===== config.mk =====
export PLATFORM = sky130hd
export DESIGN_NAME = shift_reg_feed_ctrl_flat
export DESIGN_NICKNAME = d
export VERILOG_FILES = /design/src/rtl/shift_reg_feed_ctrl_if.sv /design/src/rtl/shift_reg_feed_ctrl.sv /design/src/flat_wrapper.sv
export SDC_FILE = /design/constraint.sdc
export NUM_CORES = 1
export LEC_CHECK = 0
export BUFFER_PORTS_ARGS = -buffer_cell sky130_fd_sc_hd__buf_4
export CAP_MARGIN = 10
export CORE_ASPECT_RATIO = 1.2
export CORE_UTILIZATION = 37
export DETAILED_ROUTE_END_ITERATION = 6
export SLEW_MARGIN = 20
export SYNTH_ARGS = -nofsm -noshare
export SYNTH_HDL_FRONTEND = slang
export SYNTH_SLANG_ARGS = --single-unit

===== constraint.sdc =====
create_clock -name clk -period 2.75 [get_ports clk]
set_input_delay 0.4125 -clock clk [delete_from_list [all_inputs] [get_ports clk]]
set_output_delay 0.4125 -clock clk [all_outputs]
set_load 0.02 [all_outputs]

===== src/rtl/shift_reg_feed_ctrl_if.sv =====
// Handshake and strobe bundle between the feed controller and its upstream source / shift-register bank.
interface shift_reg_feed_ctrl_if #(
  parameter int BUFFER_COUNT = 16
);
  logic                    start;
  logic                    abort;
  logic                    src_valid;
  logic                    src_ready;
  logic [BUFFER_COUNT-1:0] in_valid;
  logic                    read_en;
  logic [BUFFER_COUNT-1:0] lane_active;
  logic                    busy;
  logic                    done;

  modport master (
    output start, abort, src_valid,
    input  src_ready, in_valid, read_en, lane_active, busy, done
  );

  modport slave (
    input  start, abort, src_valid,
    output src_ready, in_valid, read_en, lane_active, busy, done
  );
endinterface


===== src/rtl/shift_reg_feed_ctrl.sv =====
// Load/drain sequencer for a bank of BUFFER_COUNT shift-register lanes feeding a systolic array.
// Define FEED_CTRL_SKEW_EN to stagger lane activity diagonally (lane i starts i cycles late).
module shift_reg_feed_ctrl #(
  parameter int BUFFER_COUNT = 16,
  parameter int BUFFER_SIZE  = 9
) (
  input  logic                  clk,
  input  logic                  rst,
  shift_reg_feed_ctrl_if.slave  bus
);

`ifdef FEED_CTRL_SKEW_EN
  localparam int SKEW_STEP = 1;
  localparam int DRAIN_LEN = BUFFER_SIZE + BUFFER_COUNT - 1;
`else
  localparam int SKEW_STEP = 0;
  localparam int DRAIN_LEN = BUFFER_SIZE;
`endif

  localparam int LW = $clog2(BUFFER_SIZE + 1);
  localparam int DW = $clog2(DRAIN_LEN + 1);
  localparam logic [LW-1:0] LOAD_LAST  = LW'(BUFFER_SIZE - 1);
  localparam logic [DW-1:0] DRAIN_LAST = DW'(DRAIN_LEN - 1);

  typedef enum logic [1:0] {IDLE, LOAD, DRAIN, DONE} state_e;

  state_e                  state_q, state_d;
  logic [LW-1:0]           load_cnt_q, load_cnt_d;
  logic [DW-1:0]           drain_cnt_q, drain_cnt_d;

  logic                    src_ready_q, src_ready_d;
  logic [BUFFER_COUNT-1:0] in_valid_q, in_valid_d;
  logic                    read_en_q, read_en_d;
  logic [BUFFER_COUNT-1:0] lane_active_q, lane_active_d;
  logic                    busy_q, busy_d;
  logic                    done_q, done_d;

  logic                    beat;
  logic [BUFFER_COUNT-1:0] lane_hit;

  // src_ready_q is only ever high while in LOAD
  assign beat = bus.src_valid & src_ready_q;

  always_ff @(posedge clk) begin
    if (rst) begin
      state_q       <= IDLE;
      load_cnt_q    <= '0;
      drain_cnt_q   <= '0;
      src_ready_q   <= 1'b0;
      in_valid_q    <= '0;
      read_en_q     <= 1'b0;
      lane_active_q <= '0;
      busy_q        <= 1'b0;
      done_q        <= 1'b0;
    end else begin
      state_q       <= state_d;
      load_cnt_q    <= load_cnt_d;
      drain_cnt_q   <= drain_cnt_d;
      src_ready_q   <= src_ready_d;
      in_valid_q    <= in_valid_d;
      read_en_q     <= read_en_d;
      lane_active_q <= lane_active_d;
      busy_q        <= busy_d;
      done_q        <= done_d;
    end
  end

  always_comb begin
    state_d     = state_q;
    load_cnt_d  = load_cnt_q;
    drain_cnt_d = drain_cnt_q;
    unique case (state_q)
      IDLE: begin
        if (bus.start && !bus.abort) begin
          state_d    = LOAD;
          load_cnt_d = '0;
        end
      end
      LOAD: begin
        if (bus.abort) begin
          state_d    = IDLE;
          load_cnt_d = '0;
        end else if (beat) begin
          if (load_cnt_q == LOAD_LAST) begin
            state_d     = DRAIN;
            load_cnt_d  = '0;
            drain_cnt_d = '0;
          end else begin
            load_cnt_d = load_cnt_q + 1'b1;
          end
        end
      end
      DRAIN: begin
        if (bus.abort) begin
          state_d     = IDLE;
          drain_cnt_d = '0;
        end else if (drain_cnt_q == DRAIN_LAST) begin
          state_d     = DONE;
          drain_cnt_d = '0;
        end else begin
          drain_cnt_d = drain_cnt_q + 1'b1;
        end
      end
      DONE: begin
        state_d = IDLE;
      end
      default: begin
        state_d     = IDLE;
        load_cnt_d  = '0;
        drain_cnt_d = '0;
      end
    endcase
  end

  // Window test done in signed arithmetic so a zero skew does not yield a trivially-true compare
  for (genvar g = 0; g < BUFFER_COUNT; g++) begin : g_lane
    localparam logic signed [DW:0] LO   = (DW+1)'(g * SKEW_STEP);
    localparam logic signed [DW:0] SIZE = (DW+1)'(BUFFER_SIZE);
    logic signed [DW:0] rel;
    assign rel         = $signed({1'b0, drain_cnt_d}) - LO;
    assign lane_hit[g] = !rel[DW] && (rel < SIZE);
  end

  // Outputs are registered from next-state values so they line up with the state they describe
  always_comb begin
    src_ready_d   = (state_d == LOAD);
    in_valid_d    = (beat && !bus.abort) ? '1 : '0;
    read_en_d     = (state_d == DRAIN);
    lane_active_d = (state_d == DRAIN) ? lane_hit : '0;
    busy_d        = (state_d != IDLE);
    done_d        = (state_d == DONE);
  end

  assign bus.src_ready   = src_ready_q;
  assign bus.in_valid    = in_valid_q;
  assign bus.read_en     = read_en_q;
  assign bus.lane_active = lane_active_q;
  assign bus.busy        = busy_q;
  assign bus.done        = done_q;

endmodule


===== src/flat_wrapper.sv =====
// flat-port wrapper written by rule: the top's interface ports become plain ports
module shift_reg_feed_ctrl_flat 
#(
  parameter int BUFFER_COUNT = 16,
  parameter int BUFFER_SIZE  = 9
)
  (clk, rst, bus_start, bus_abort, bus_src_valid, bus_src_ready, bus_in_valid, bus_read_en, bus_lane_active, bus_busy, bus_done);
  shift_reg_feed_ctrl_if #(.BUFFER_COUNT(BUFFER_COUNT)) bus_i ();
  input  logic clk;
  input  logic rst;
  input wire logic [$bits(bus_i.start)-1:0] bus_start;
  input wire logic [$bits(bus_i.abort)-1:0] bus_abort;
  input wire logic [$bits(bus_i.src_valid)-1:0] bus_src_valid;
  output wire logic [$bits(bus_i.src_ready)-1:0] bus_src_ready;
  output wire logic [$bits(bus_i.in_valid)-1:0] bus_in_valid;
  output wire logic [$bits(bus_i.read_en)-1:0] bus_read_en;
  output wire logic [$bits(bus_i.lane_active)-1:0] bus_lane_active;
  output wire logic [$bits(bus_i.busy)-1:0] bus_busy;
  output wire logic [$bits(bus_i.done)-1:0] bus_done;
  assign bus_i.start = bus_start;
  assign bus_i.abort = bus_abort;
  assign bus_i.src_valid = bus_src_valid;
  assign bus_src_ready = bus_i.src_ready;
  assign bus_in_valid = bus_i.in_valid;
  assign bus_read_en = bus_i.read_en;
  assign bus_lane_active = bus_i.lane_active;
  assign bus_busy = bus_i.busy;
  assign bus_done = bus_i.done;
  shift_reg_feed_ctrl #(.BUFFER_COUNT(BUFFER_COUNT), .BUFFER_SIZE(BUFFER_SIZE)) u_core (.clk(clk), .rst(rst), .bus(bus_i));
endmodule

==> impl_metrics.toml, run 1 <==
[run_status]
status = "complete, no violations"

[cts]
ctsHoldBuffers = 0
post_cts_buffers = 0
cts_tree = "yes"
clockRootBuffer = "clkbuf_4"
ctsResizeCount = 0
cts_sinks = 16
numCtsBuffers = 3
clkSlewWorstSetupHoldPaths_ns = 0.09
clk_latency_ns = 0.29
htreeDepth = 1
cts_buffer_depth = 2

[worst_setup_path]
worstPathMaxFanout = 5
r2r_start = "u_core.state_q[1]"
required_ns = 2.95
reg2reg_slack_ns = 0.80
crit_arrival_ns = 2.15
criticalPathCategory = "flop to flop"
worst-r2r-cell-count = 7
r2r_end = "u_core.bus.lane_active[0]"
crit_path_end_kind = "flop"
critPathLaunchType = "flop"

[synth]
synth_area_leaders = "dfxtp_1 29%, buf_4 21%, ha_1 9.1%, nor2_1 4.4%, a21oi_1 2.7%"
synth_area_per_cell_sq_um = 8.58
synth_top_area_share_pct = 29.2
ys_seq_area_share_pct = 29.2
ys_types = 36
yosysWarnings = 0
synth_top_area_cell = "dfxtp_1"
ys_seq_elements = 16
postSynthCellCount = 128
synth.cell_area_sq_mm = 0.00110
syn-num-nets = 141

[timing]
finClkSkew_ns = 0.000851
hold_viol = 0
slew_violations = 0
fin_setup_tns_ns = 0
min_period_ns = 1.95
setup_ws_ns = 0.801
setup_viol = 0
rsz0062_at_grt = "false"
max-slew-margin-rel_pct = 70.4
whs_ns = 0.360
worst_slew_pin_slew_ns = 0.439
finalCritPeriodShare_pct = 70.9
fmax_mhz = 513

[drt]
totalWireLength_um = 2000
drcViolationCount = 0
wl_per_cell_um = 11.5
vias = 824
drtIter0Drc = 11
ant_nets = 0
viasPerCell = 4.74
drt_first_pass_iters = 4

[min_path]
hold_end = "u_core.bus.in_valid[14]"
hold_depth = 2
worstHoldStart = "bus_abort"
min_path_type = "input port to flop"

[power_and_ir_drop]
p_per_area_mw_per_mm2 = 379
leakagePower_nw = 0.588
ir_drop_uv = 419
p_total_mw = 0.472

[grt]
overflow = 0
grt_pass1_wl_um = 2980
grt_max_degree = 17
grt.total_usage_pct = 12.9
grt_pass1_vias = 676
antenna_found_initial = 0

[job]
maxCapViolCount = 0

[final_layout]
drive_gt1_share_pct = 34.3
syn_to_final_growth_pct = 13.3
fin_nets = 154
nFillCells = 296
diodes = 0

[floorplanning]
num_rows = 21
initial_utilization_pct = 39.1
core-area_sq_mm = 0.00281
dieArea_sq_mm = 0.00319
ios = 41
dieWidth_um = 51.7
die_h_um = 61.7

[placed_design]
routabilityCongestion = 0.799
portBuffers = 40
hpwl_um = 1580
pre_cts_ws_ns = 0.806
-- synth_stat cells (all sizes together) --
master and instances:
a211o 1, a211oi 1, a21boi 1, a21oi 6
a221oi 1, a31oi 1, a32oi 1, a41oi 1
and2 1, and2b 1, and3 4, buf 30
clkbuf 2, dfxtp 16, ha 8, inv 8
nand2 4, nand2b 2, nand3 1, nand3b 3
nand4 1, nor2 13, nor2b 5, nor3 4
nor3b 1, nor4b 1, o211a 1, o211ai 1
o21ai 1, o21bai 1, o311ai 1, or2 1
or3b 1, xnor2 1, xor2 2
-- layout by cell type, fill, tap and decap left out, types with 2 or more instances in the layout --
cell,n
nand3b_1,3
inv_1,8
nand2_1,4
clkbuf_4,3
ha_1,8
nor2b_1,4
xor2_1,2
nor3_1,4
a21oi_1,6
nor2_1,13
and3_1,4
buf_4,40
dfxtp_1,16
nand2b_1,2
-- cell type report --
class | instances | area (sq um) | share of cell area, %
clock buffer | 4 | 36.3 | 2.91
inverter | 8 | 30.0 | 2.41
multi-input combinational | 72 | 515 | 41.4
sequential | 16 | 320 | 25.7
tap | 34 | 42.5 | 3.42
timing repair buffer | 40 | 300 | 24.1
-- layer usage --
metal | track usage [%] | part of all wire [%] | up-vias
met3 | 5.11 | 6.0 | 3
met5 | 0 | 0 | -
met1 | 15.1 | 45 | 372
li1 | - | - | 424
met4 | 2.32 | 0.50 | 0
met2 | 22.4 | 49 | 25
-- stage by stage --
step	std cells	utilization (%)	area [sq um]
5_1_grt	174	44.3	1240
3_3_place_gp	170	43.0	1210
6_report	174	44.3	1240
2_1_floorplan	128	-	1100
4_1_cts	174	44.3	1240
3_5_place_dp	170	43.0	1210
-- power breakdown --
part           total (mW)  switching, mW  internal (mW)
Sequential          0.242        0.00481          0.237
Combinational      0.0735         0.0421         0.0313
Clock               0.157         0.0762         0.0808
-- how the worst max path moves through the flow --
stage / endpoint / slack, ns / from
finish: u_core.bus.lane_active[0] / 0.80 / u_core.state_q[1]
floorplan: u_core.bus.lane_active[0] / 1.04 / u_core.state_q[0]
detailed placement: u_core.bus.lane_active[0] / 0.81 / u_core.state_q[1]
CTS: u_core.bus.lane_active[0] / 0.80 / u_core.state_q[1]
global route: u_core.bus.lane_active[0] / 0.63 / u_core.state_q[1]
global placement: u_core.bus.lane_active[0] / 0.92 / u_core.state_q[1]
-- critical path: stages, from the launching register on --
cell and delay, ns:
dfxtp_1 0.40, inv_1 0.10, ha_1 0.33, nor2b_1 0.15, a41oi_1 0.37, a21boi_0 0.23
nor3_1 0.07, o211a_1 0.19
-- logic make-up (layout without fill, tap and decap cells) --
| logic type | after synthesis | in the layout | share of synthesized area (%) |
|---|---|---|---|
| and+or+nand+nor | 43 | 43 | 21.8 |
| buffers and inverters | 40 | 52 | 23.9 |
| AOI/OAI and AO/OA | 18 | 18 | 13.7 |
| DFF | 16 | 16 | 29.2 |
| adders and majority gates | 8 | 8 | 9.11 |
| xor gates and xnor gates | 3 | 3 | 2.39 |
-- state kept, by name, indices dropped and copies added (netlist names) --
register	cells
u_core.drain_cnt_q	4
u_core.load_cnt_q	4
u_core.state_q	2
u_core.bus.busy	1
u_core.bus.done	1
u_core.bus.in_valid	1
u_core.bus.lane_active	1
u_core.bus.read_en	1
u_core.bus.src_ready	1
Note: power is estimated with default switching activity, not from simulation.
==> run 2, diff against run 1 <==
ABC_AREA = 1   (was not set)
clock period = 2 ns   (was 2.75 ns; I/O delays follow)
==> impl_metrics.toml, run 2 <==
[worst_setup_path]
worstPathMaxFanout = 5
path_buf_inv = 2
crit_family = "compound AO/OA/AOI/OAI gates"
critPathLaunchType = "flop"
criticalPathCategory = "flop to flop"
crit_arrival_ns = 1.77
critPathSlowestCell = "dfxtp_1"
worst-r2r-cell-count = 8
cp_cell_sequence = "inv_1 -> ha_1 -> inv_1 -> nor2_1 -> a21oi_1 -> a21boi_2 -> nand3_1 -> a21oi_2"
cp_common_cell = "inv_1"
cp.depth = 8
required_ns = 2.23
max_stage_delay_ns = 0.34
crit_path_end_kind = "flop"

[timing]
fin_setup_tns_ns = 0
slew_violations = 0
worst_slew_pin_slew_ns = 0.453
setup_ws_ns = 0.457
finClkSkew_ns = 0.00674
max-slew-margin-rel_pct = 69.8
fmax_mhz = 648
min_period_ns = 1.54
whs_ns = 0.196
finalCritPeriodShare_pct = 77.2
rsz0062_at_grt = "false"
setup_viol = 0
hold_viol = 0

[final_layout]
syn_to_final_growth_pct = 14.2
final_cell_mix = "40 x buf_4, 32 x nand2_1, 21 x inv_1"
reg_top3 = "u_core.drain_cnt_q: 4 flops, u_core.load_cnt_q: 4 flops, u_core.state_q: 2 flops"
utilization_pct = 44.4
final_common_cell = "buf_4"
fin_cells = 198
postLayoutCellArea_sq_mm = 0.00124
diodes = 0
fin_nets = 178
drive_gt1_share_pct = 31.1

[placed_design]
hpwl_um = 1470
placed_area_sq_mm = 0.00120
portBuffers = 40
dp_cells = 194
pre_cts_ws_ns = 0.481
routabilityCongestion = 0.797

[synth]
ys_types = 22
postSynthCellCount = 150
synth_top_area_cell = "dfxtp_1"
synth.cell_area_sq_mm = 0.00108
synth-async-reset-ratio_pct = 0
synth_top_area_share_pct = 29.6
synth_area_per_cell_sq_um = 7.22
yosysMostFrequentCell = "nand2_1"
synth_common_cells = "32 x nand2_1, 30 x buf_4, 21 x inv_1"
syn-num-nets = 163
ys.flop_type = "dfxtp_1"
synth_area_leaders = "dfxtp_1 30%, buf_4 21%, nand2_1 11%, ha_1 9.2%, inv_1 7.3%"
synth_edf_count = 0
yosysWarnings = 0
ys_seq_elements = 16
ys_seq_area_share_pct = 29.6

[drt]
totalWireLength_um = 1870
ant_nets = 0
drt_first_pass_iters = 6
wl_per_cell_um = 9.44
viasPerCell = 4.52
vias = 895
drcViolationCount = 0
drtIter0Drc = 21

[grt]
grt_pass1_wl_um = 2820
antenna_found_initial = 0
use_met3_pct = 2.47
grt.total_usage_pct = 12.2
met1_usage_pct = 13.9
overflow = 0
grt_pass1_vias = 678
grt_max_degree = 17
grt.busiest_layer = "met2"
grtUsageMet2_pct = 21.2

[min_path]
min_path_type = "input port to flop"
hold_depth = 2

[cts]
clockRootBuffer = "clkbuf_4"
htreeDepth = 1
numCtsBuffers = 3
ctsResizeCount = 0
clkSlewWorstSetupHoldPaths_ns = 0.10
post_cts_buffers = 0
cts_buffer_depth = 2
ctsHoldBuffers = 0
cts_sinks = 16
cts_tree = "yes"
clk_latency_ns = 0.29

[power_and_ir_drop]
p_per_area_mw_per_mm2 = 1150
ir_drop_uv = 506
p_total_mw = 1.42
leakagePower_nw = 0.660

[floorplanning]
ios = 41
dieWidth_um = 51.4
die_h_um = 61.3
dieArea_sq_mm = 0.00315
initial_utilization_pct = 38.9
core-area_sq_mm = 0.00279
num_rows = 21

[job]
maxCapViolCount = 0

[run_status]
status = "complete, no violations"
-- run 2: cell count changes after synthesis, moves of 2 or more --
cell      before  now
o21ai_1        0    2
nor2_1        13   11
nand3b_1       3    1
nand2b_1       2    0
nor3_1         4    2
and3_1         4    1
nand2_1        4   32
nand3_1        1   11
clkbuf_1       2    0
nor2b_1        4    0
inv_1          8   21
a21oi_1        6    4
-- run 2: logic make-up after synthesis --
family,after synthesis,synth area share [%]
AOI/OAI and AO/OA,12,7.04
DFF,16,29.6
adders and majority gates,8,9.24
and+or+nand+nor,61,24.9
buffers and inverters,52,28.4
xor gates and xnor gates,1,0.808
-- run 2: report_power, final --
group | leakage, nW | internal (mW) | switching (mW)
Sequential | 0.130 | 0.384 | 0.0530
Clock | 0.0210 | 0.111 | 0.107
Combinational | 0.508 | 0.298 | 0.467
Total | 0.660 | 0.793 | 0.627
-- run 2: worst paths after layout --
path                        startpoint                   endpoint  slack, ns
setup / recovery     u_core.state_q[0]  u_core.bus.lane_active[0]       0.46
hold reg to reg   u_core.load_cnt_q[0]       u_core.load_cnt_q[0]       0.49
hold / removal               bus_abort    u_core.bus.in_valid[14]       0.20
setup reg to reg     u_core.state_q[0]  u_core.bus.lane_active[0]       0.46
-- run 2: worst reg2reg max path: cells and delay by family (launching register included) --
kind | cells | cell delay (ns)
and+or+nand+nor | 2 | 0.36
AOI/OAI and AO/OA | 3 | 0.44
buffers and inverters | 2 | 0.17
adders and majority gates | 1 | 0.16
DFF | 1 | 0.34
-- run 2: cell type report --
| class | count | area [sq um] |
|---|---|---|
| fill | 281 | 1550 |
| multi-input combinational | 82 | 455 |
| sequential | 16 | 320 |
| timing repair buffer | 40 | 300 |
| inverter | 22 | 82.6 |
| tap | 34 | 42.5 |
| clock buffer | 4 | 36.3 |
-- run 2: per-layer routing --
layer  vias to the layer above  wire length (um)  share of wire (%)
met5                         -                 0                  0
met4                         0                34                1.8
met3                         4               155                8.3
met2                        42               853                 46
met1                       389               826                 44
li1                        460                 -                  -
